[src/rtl/verificador_porta_pkg.sv]
// verificador_porta shared types and constants.
// Holds FSM encoding and gate-family truth tables.
package verificador_porta_pkg;

  typedef enum logic [1:0] {
    S_IDLE,
    S_APPLY,
    S_SAMPLE,
    S_DONE
  } state_t;

  localparam int NUM_VECTORS = 4;

  // Bit i is the expected output for input index {a,b} == i.
  localparam logic [3:0] TT_OR   = 4'b1110;
  localparam logic [3:0] TT_AND  = 4'b1000;
  localparam logic [3:0] TT_XOR  = 4'b0110;
  localparam logic [3:0] TT_NAND = 4'b0111;
  localparam logic [3:0] TT_NOR  = 4'b0001;

  function automatic logic exp_bit(
    input logic [3:0] tt,
    input logic [1:0] idx
  );
    return tt[idx];
  endfunction

endpackage

[src/rtl/verificador_porta_if.sv]
// Bundle between the gate exerciser and its controller/DUT.
// The slave side is the exerciser itself.
interface verificador_porta_if;
  import verificador_porta_pkg::*;

  logic                   start;
  logic                   y;
  logic                   a;
  logic                   b;
  logic                   busy;
  logic                   done;
  logic                   pass;
  logic [2:0]             err_count;
  logic [NUM_VECTORS-1:0] fail_mask;

  modport slave (
    input  start, y,
    output a, b, busy, done, pass,
    output err_count, fail_mask
  );

  modport master (
    output start, y,
    input  a, b, busy, done, pass,
    input  err_count, fail_mask
  );

endinterface

[src/rtl/verificador_porta.sv]
// Self-checking exerciser for a 2-input gate: walks 00..11,
// samples y after a settle interval and scores it.
module verificador_porta
  import verificador_porta_pkg::*;
#(
  parameter logic [3:0] TRUTH_TABLE = TT_OR,
  parameter int         SETTLE      = 2
) (
  input logic               clk,
  input logic               rst,
  verificador_porta_if.slave bus
);

  localparam logic [3:0] LAST = 4'(SETTLE - 1);

  state_t     state, state_n;
  logic [3:0] cnt, cnt_n;
  logic [1:0] idx, idx_n;
  logic [2:0] err, err_n;
  logic [3:0] mask, mask_n;
  logic       pass_q, pass_n;
  logic       miss;

  always_ff @(posedge clk or posedge rst) begin
    if (rst) begin
      state  <= S_IDLE;
      cnt    <= '0;
      idx    <= '0;
      err    <= '0;
      mask   <= '0;
      pass_q <= 1'b0;
    end else begin
      state  <= state_n;
      cnt    <= cnt_n;
      idx    <= idx_n;
      err    <= err_n;
      mask   <= mask_n;
      pass_q <= pass_n;
    end
  end

  assign miss = bus.y != exp_bit(TRUTH_TABLE, idx);

  always_comb begin
    state_n = state;
    cnt_n   = cnt;
    idx_n   = idx;
    err_n   = err;
    mask_n  = mask;
    pass_n  = pass_q;
    unique case (state)
      S_IDLE: begin
        if (bus.start) begin
          state_n = S_APPLY;
          cnt_n   = '0;
          idx_n   = '0;
          err_n   = '0;
          mask_n  = '0;
          pass_n  = 1'b0;
        end
      end
      S_APPLY: begin
        cnt_n = cnt + 4'd1;
        if (cnt == LAST)
          state_n = S_SAMPLE;
      end
      S_SAMPLE: begin
        if (miss) begin
          mask_n[idx] = 1'b1;
          err_n       = err + 3'd1;
        end
        // pass is registered here so it is valid during DONE
        if (idx == 2'd3) begin
          state_n = S_DONE;
          pass_n  = (err_n == 3'd0);
        end else begin
          state_n = S_APPLY;
          idx_n   = idx + 2'd1;
          cnt_n   = '0;
        end
      end
      S_DONE: state_n = S_IDLE;
      default: state_n = S_IDLE;
    endcase
  end

  logic active;
  assign active = (state == S_APPLY) || (state == S_SAMPLE);

  assign bus.a         = active & idx[1];
  assign bus.b         = active & idx[0];
  assign bus.busy      = active;
  assign bus.done      = (state == S_DONE);
  assign bus.pass      = pass_q;
  assign bus.err_count = err;
  assign bus.fail_mask = mask;

endmodule

[src/flat_wrapper.sv]
// flat-port wrapper written by rule: the top's interface ports become plain ports
module verificador_porta_flat import verificador_porta_pkg::*;
#(
  parameter logic [3:0] TRUTH_TABLE = TT_OR,
  parameter int         SETTLE      = 2
)
  (clk, rst, bus_start, bus_y, bus_a, bus_b, bus_busy, bus_done, bus_pass, bus_err_count, bus_fail_mask);
  verificador_porta_if bus_i ();
  input logic clk;
  input logic rst;
  input wire logic [$bits(bus_i.start)-1:0] bus_start;
  input wire logic [$bits(bus_i.y)-1:0] bus_y;
  output wire logic [$bits(bus_i.a)-1:0] bus_a;
  output wire logic [$bits(bus_i.b)-1:0] bus_b;
  output wire logic [$bits(bus_i.busy)-1:0] bus_busy;
  output wire logic [$bits(bus_i.done)-1:0] bus_done;
  output wire logic [$bits(bus_i.pass)-1:0] bus_pass;
  output wire logic [$bits(bus_i.err_count)-1:0] bus_err_count;
  output wire logic [$bits(bus_i.fail_mask)-1:0] bus_fail_mask;
  assign bus_i.start = bus_start;
  assign bus_i.y = bus_y;
  assign bus_a = bus_i.a;
  assign bus_b = bus_i.b;
  assign bus_busy = bus_i.busy;
  assign bus_done = bus_i.done;
  assign bus_pass = bus_i.pass;
  assign bus_err_count = bus_i.err_count;
  assign bus_fail_mask = bus_i.fail_mask;
  verificador_porta #(.TRUTH_TABLE(TRUTH_TABLE), .SETTLE(SETTLE)) u_core (.clk(clk), .rst(rst), .bus(bus_i));
endmodule
[config.mk]
export PLATFORM = sky130hd
export DESIGN_NAME = verificador_porta_flat
export DESIGN_NICKNAME = d
export VERILOG_FILES = /design/src/rtl/verificador_porta_pkg.sv /design/src/rtl/verificador_porta_if.sv /design/src/rtl/verificador_porta.sv /design/src/flat_wrapper.sv
export SDC_FILE = /design/constraint.sdc
export NUM_CORES = 1
export LEC_CHECK = 0
export CAP_MARGIN = 20
export CORE_MARGIN = 2
export CORE_UTILIZATION = 30
export DETAILED_ROUTE_END_ITERATION = 7
export SYNTH_ARGS = -nofsm -noshare
export SYNTH_HDL_FRONTEND = slang
export SYNTH_SLANG_ARGS = --single-unit
[constraint.sdc]
create_clock -name clk -period 2.5 [get_ports clk]
set_input_delay 0.25 -clock clk [delete_from_list [all_inputs] [get_ports clk]]
set_output_delay 0.25 -clock clk [all_outputs]
set_load 0.01 [all_outputs]
==> results.yml, run 1 <==
yosys:
  synth_edf_count: 0
  synth_flop_cell: "dfrtp_1"
  ys_top_cells_by_count: "dfrtp_1, ha_1, inv_1"
  async_flop_share_pct: 100
  syn_inst: 96
  yosysWarnings: 0
  ys_ff_latch: 16
  synth.cell_area_um2: 1010
  synth.area.top_cells: "dfrtp_1, ha_1, a22o_1, a32o_1, o21ai_0"
  synth_top_cell_by_area: "dfrtp_1"
  syn_area_per_cell_um2: 10.5
  synth_top_area_share_pct: 39.7
  ys_types: 33
  yosysMostFrequentCell: "dfrtp_1"
  synth_nets: 114
  seq_area_frac_synth_pct: 39.7
setup_path:
  worst_r2r_path_depth: 6
  worstReg2RegStart: "u_core.state[0]"
  cpPeakStageDelay_ps: 530
  crit_arrival_ps: 1850
  required_ps: 2250
  rrSetupSlack_ps: 450
  end_kind: "output pin"
  cp-start-kind: "flip-flop"
  worstPathMaxFanout: 6
  cp_slowest_cell: "clkdlybuf4s50_1"
  rr_endpoint: "u_core.cnt[3]"
  crit_chain: "inv_1 -> ha_1 -> and2_1 -> clkdlybuf4s50_1"
  crit_type: "flip-flop to output pin"
pwr:
  peakVddDrop_mv: 0.486
  p_leak_nw: 0.552
  powerDensity_nw_per_um2: 1140
clock_tree:
  clk_path_buf_depth: 2
  hold_buffers: 0
  post_cts_buffers: 0
  cts_root_buf: "clkbuf_4"
  insertion_delay_ps: 290
  cts_tree: "done"
  path_clk_slew_ps: 100
  clock_sinks: 16
  cts_buffers: 3
  htree_levels: 1
  ctsResizeCount: 0
placed_design:
  hpwl_um: 1400
  gp_congestion: 0.795
  port_buffers: 15
  placed_cells: 155
detailed_routing:
  drc: 0
  drtIter0Drc: 47
  detail-route-antenna-nets: 0
  via_per_inst: 4.72
  wl_per_cell_um: 11.8
  dr.pass1.iters: 4
  vias: 750
  routed_wl_um: 1880
sta:
  period_share_pct: 83.9
  final_max_slew_viol_count: 0
  timing.fmax_mhz: 477
  post-route-min-period_ps: 2100
  tns_ps: 0
  setup_violations: 0
  worst_pin_slew_ps: 628
  hold_viol: 0
  relSlewSlack_pct: 58.1
  skew_ps: 5.94
  grt_setup_unrepaired: "no"
final_layout:
  syn2layout_area_growth_pct: 22.7
  n_antenna_cell: 0
  finalNonFillerCells: 159
  layout-drive-gt1-share_pct: 8.85
  num-nets-final: 132
floorplanning:
  io_pins: 16
  core_area_um2: 3280
  fp.dieW_um: 62.0
  start_util_pct: 30.7
  die_height_um: 62.0
  rows: 21
  die_area_um2: 3850
global_route:
  grt_first_pass_wirelength_um: 3080
  antenna_found_initial: 0
  overflow: 0
  gr-usage-all-layers_pct: 11.2
  first_global_vias: 680
  grt_max_degree: 17
job:
  max-cap-violations: 0
min_path:
  hold_class: "input port to async pin"
outcome:
  status: "finished clean"
[routing by layer]
metal	global-route usage (%)	vias to the layer above	share of wire (%)
li1	-	385	-
met1	15.8	345	51
met2	15.6	20	44
met3	4.55	0	4.8
met4	3.65	0	0
met5	0	-	0
[logic make-up (layout without fill, tap and decap cells)]
| logic type | count (synthesis) | in the layout | synth area share, % |
|---|---|---|---|
| buffers and inverters | 9 | 26 | 4.09 |
| XOR/XNOR | 3 | 3 | 2.60 |
| AND/OR/NAND/NOR | 23 | 23 | 13.3 |
| flip-flops | 16 | 16 | 39.7 |
| AO/OA/AOI/OAI | 29 | 29 | 20.8 |
| adder cells (fa/ha/maj) | 14 | 14 | 17.3 |
| multiplexers | 2 | 2 | 2.23 |
[through the flow]
| stage | power, W | hold WS (ps) | util [%] | cell area (um2) | worst slack (ps) |
|---|---|---|---|---|---|
| 3_3_place_gp | 0.00123 | 479 | 36.6 | 1200 | 557 |
| 2_1_floorplan | 0.000978 | 164 | - | 1010 | 674 |
| 3_5_place_dp | 0.00124 | 488 | 36.6 | 1200 | 464 |
| 6_report | 0.00141 | 327 | 37.7 | 1240 | 404 |
| 5_1_grt | 0.00155 | 392 | 37.7 | 1240 | 279 |
| 4_1_cts | 0.00143 | 352 | 37.7 | 1240 | 376 |
[cell type report]
cell class	instances	area [um2]
Multi-Input combinational cell	71	568
Clock buffer	4	36.3
Tap cell	46	57.6
Inverter	7	26.3
Sequential cell	16	400
Timing Repair Buffer	15	150
Fill cell	330	2050
[cell usage in the layout (no fill, tap or decap), types with 4 or more instances in the layout]
master | netlist | layout
dfrtp_1 | 16 | 16
clkdlybuf4s50_1 | 0 | 15
ha_1 | 14 | 14
inv_1 | 7 | 7
nand2_1 | 6 | 6
o21ai_0 | 6 | 6
a22o_1 | 5 | 5
nor2_1 | 4 | 4
a32o_1 | 4 | 4
[power breakdown]
part / internal, W / total (W) / switching [W]
sequential: 0.000345 / 0.000437 / 0.0000921
clock: 0.0000888 / 0.000176 / 0.0000869
combinational: 0.000404 / 0.000796 / 0.000392
total: 0.000837 / 0.00141 / 0.000571
[state kept, by name, summed over array words and instances (netlist names)]
| register | cells |
|---|---|
| u_core.bus.fail_mask | 4 |
| u_core.bus.pass | 1 |
| u_core.idx | 2 |
| u_core.state | 2 |
| u_core.bus.err_count | 3 |
| u_core.cnt | 4 |
[worst max path at each step]
stage               slack (ps)  depth (start not counted)            end       startpoint
finish                     400                          4          bus_b  u_core.state[1]
global route               280                          4          bus_a  u_core.state[1]
CTS                        380                          4          bus_b  u_core.state[1]
detailed placement         460                          6  u_core.cnt[3]  u_core.state[0]
global placement           560                          6  u_core.cnt[3]  u_core.state[0]
floorplan                  670                          7  u_core.cnt[3]  u_core.state[0]
[worst max-delay path, delay by kind of cell, from the launching register on]
| kind | cells | cell delay (ps) |
|---|---|---|
| buffers and inverters | 2 | 640 |
| DFF | 1 | 460 |
| and+or+nand+nor | 1 | 130 |
| adders and majority gates | 1 | 320 |
Power figures use the tool's default switching activity.
==> run 2, diff against run 1 <==
==> constraint.sdc (replaced) <==
create_clock -name clk -period 2 [get_ports clk]
set_input_delay 0.2 -clock clk [delete_from_list [all_inputs] [get_ports clk]]
set_output_delay 0.2 -clock clk [all_outputs]
set_load 0.01 [all_outputs]
==> results.yml, run 2 (synthesis results as in run 1) <==
setup_path:
  crit_end: "bus_b"
  worstReg2RegStart: "u_core.idx[0]"
  rrSetupSlack_ps: 140
  worstPathMaxFanout: 4
  cp-startpoint: "u_core.state[0]"
  cp-start-kind: "flip-flop"
  rr_endpoint: "u_core.cnt[3]"
  required_ps: 1800
  end_kind: "output pin"
  worst_r2r_path_depth: 5
  crit_arrival_ps: 1680
  crit_type: "flip-flop to output pin"
final_layout:
  n_antenna_cell: 0
  layout_common_cells: "dfrtp_1, clkdlybuf4s50_1, ha_1, inv_1"
  area.sequential_um2: 400
  syn2layout_area_growth_pct: 24.8
  finalNonFillerCells: 161
  layout-drive-gt1-share_pct: 11.3
  final_common_cell: "dfrtp_1"
  num-nets-final: 135
  fill_cells: 325
  multi_input_area_um2: 581
  fin_area_um2: 1260
job:
  max-cap-violations: 0
sta:
  relSlewSlack_pct: 57.9
  final_max_slew_viol_count: 0
  post-route-min-period_ps: 1880
  skew_ps: 2.88
  grt_setup_unrepaired: "no"
  hold_ws_ps: 291
  worst_pin_slew_ps: 632
  period_share_pct: 94.1
  timing.fmax_mhz: 531
  setup_ws_ps: 118
  hold_viol: 0
  setup_violations: 0
  tns_ps: 0
detailed_routing:
  drc: 0
  vias: 768
  detail-route-antenna-nets: 0
  dr.pass1.iters: 4
  via_per_inst: 4.77
  routed_wl_um: 1970
  wl_per_cell_um: 12.2
  drtIter0Drc: 40
placed_design:
  placed_cells: 156
  gp_congestion: 0.831
  place_ws_ps: 136
  hpwl_um: 1470
  placed_area_um2: 1210
  port_buffers: 15
clock_tree:
  cts_buffers: 3
  cts_root_buf: "clkbuf_4"
  cts_tree: "done"
  clk_path_buf_depth: 2
  path_clk_slew_ps: 90
  insertion_delay_ps: 280
  clock_sinks: 16
  htree_levels: 1
global_route:
  grt_first_pass_wirelength_um: 3370
  gr-usage-all-layers_pct: 12.0
  antenna_found_initial: 0
  overflow: 0
  grt_max_degree: 17
  first_global_vias: 755
floorplanning:
  die_height_um: 62.0
  rows: 21
  start_util_pct: 30.7
  core_area_um2: 3280
  io_pins: 16
  die_area_um2: 3850
  fp.dieW_um: 62.0
pwr:
  p_leak_nw: 0.560
  peakVddDrop_mv: 0.606
  powerDensity_nw_per_um2: 1430
min_path:
  hold_class: "input port to async pin"
outcome:
  status: "finished clean"
-- run 2: how the worst min path moves through the flow --
stage	slack, ps	cells past startpoint	from	endpoint
floorplan	110	1	rst	u_core.bus.err_count[0]
global placement	490	1	u_core.bus.fail_mask[3]	u_core.bus.fail_mask[3]
detailed placement	480	1	u_core.bus.fail_mask[3]	u_core.bus.fail_mask[3]
CTS	310	2	rst	u_core.bus.err_count[0]
global route	380	2	rst	u_core.cnt[3]
finish	290	2	rst	u_core.bus.err_count[0]
-- run 2: cell type report --
cell class                 instances  share of cell area [%]
inverter                           7                    2.09
tap                               46                    4.57
timing repair buffer              18                    13.7
sequential                        16                    31.8
clock buffer                       3                    1.79
multi-input combinational         71                    46.1
-- run 2: per-layer routing --
metal	wire, um	global-route usage (%)	vias to the layer above
met5	0	0	-
met4	22	4.56	0
met3	43	4.55	2
met2	923	19.3	11
met1	980	14.6	374
li1	-	-	381
-- run 2: through the flow --
stage	util [%]	power (W)
final	38.4	0.00180
after global routing	38.4	0.00199
after CTS	38.0	0.00179
after detailed placement	36.8	0.00158
after global placement	36.8	0.00155
after floorplan	-	0.00122
-- run 2: repair_timing --
action | in CTS | in global routing
hold endpoints to repair | 0 | 0
buffers inserted | 2 | 0
hold buffers | 0 | 0
gates cloned | 0 | 0
gates resized for setup | 0 | 1
setup endpoints to repair | 2 | 2
-- run 2: worst max-delay path, cell delays in order (launching register included) --
cell and delay, ps:
dfrtp_1 380, inv_1 150, ha_4 230, and2_1 150
clkdlybuf4s50_1 470
-- run 2: where the power goes --
part           leakage, nW  switching, W  internal, W
registers            0.212     0.0000953     0.000431
logic                0.334      0.000541     0.000561
clock network       0.0138      0.000100    0.0000699
total                0.560      0.000737      0.00106
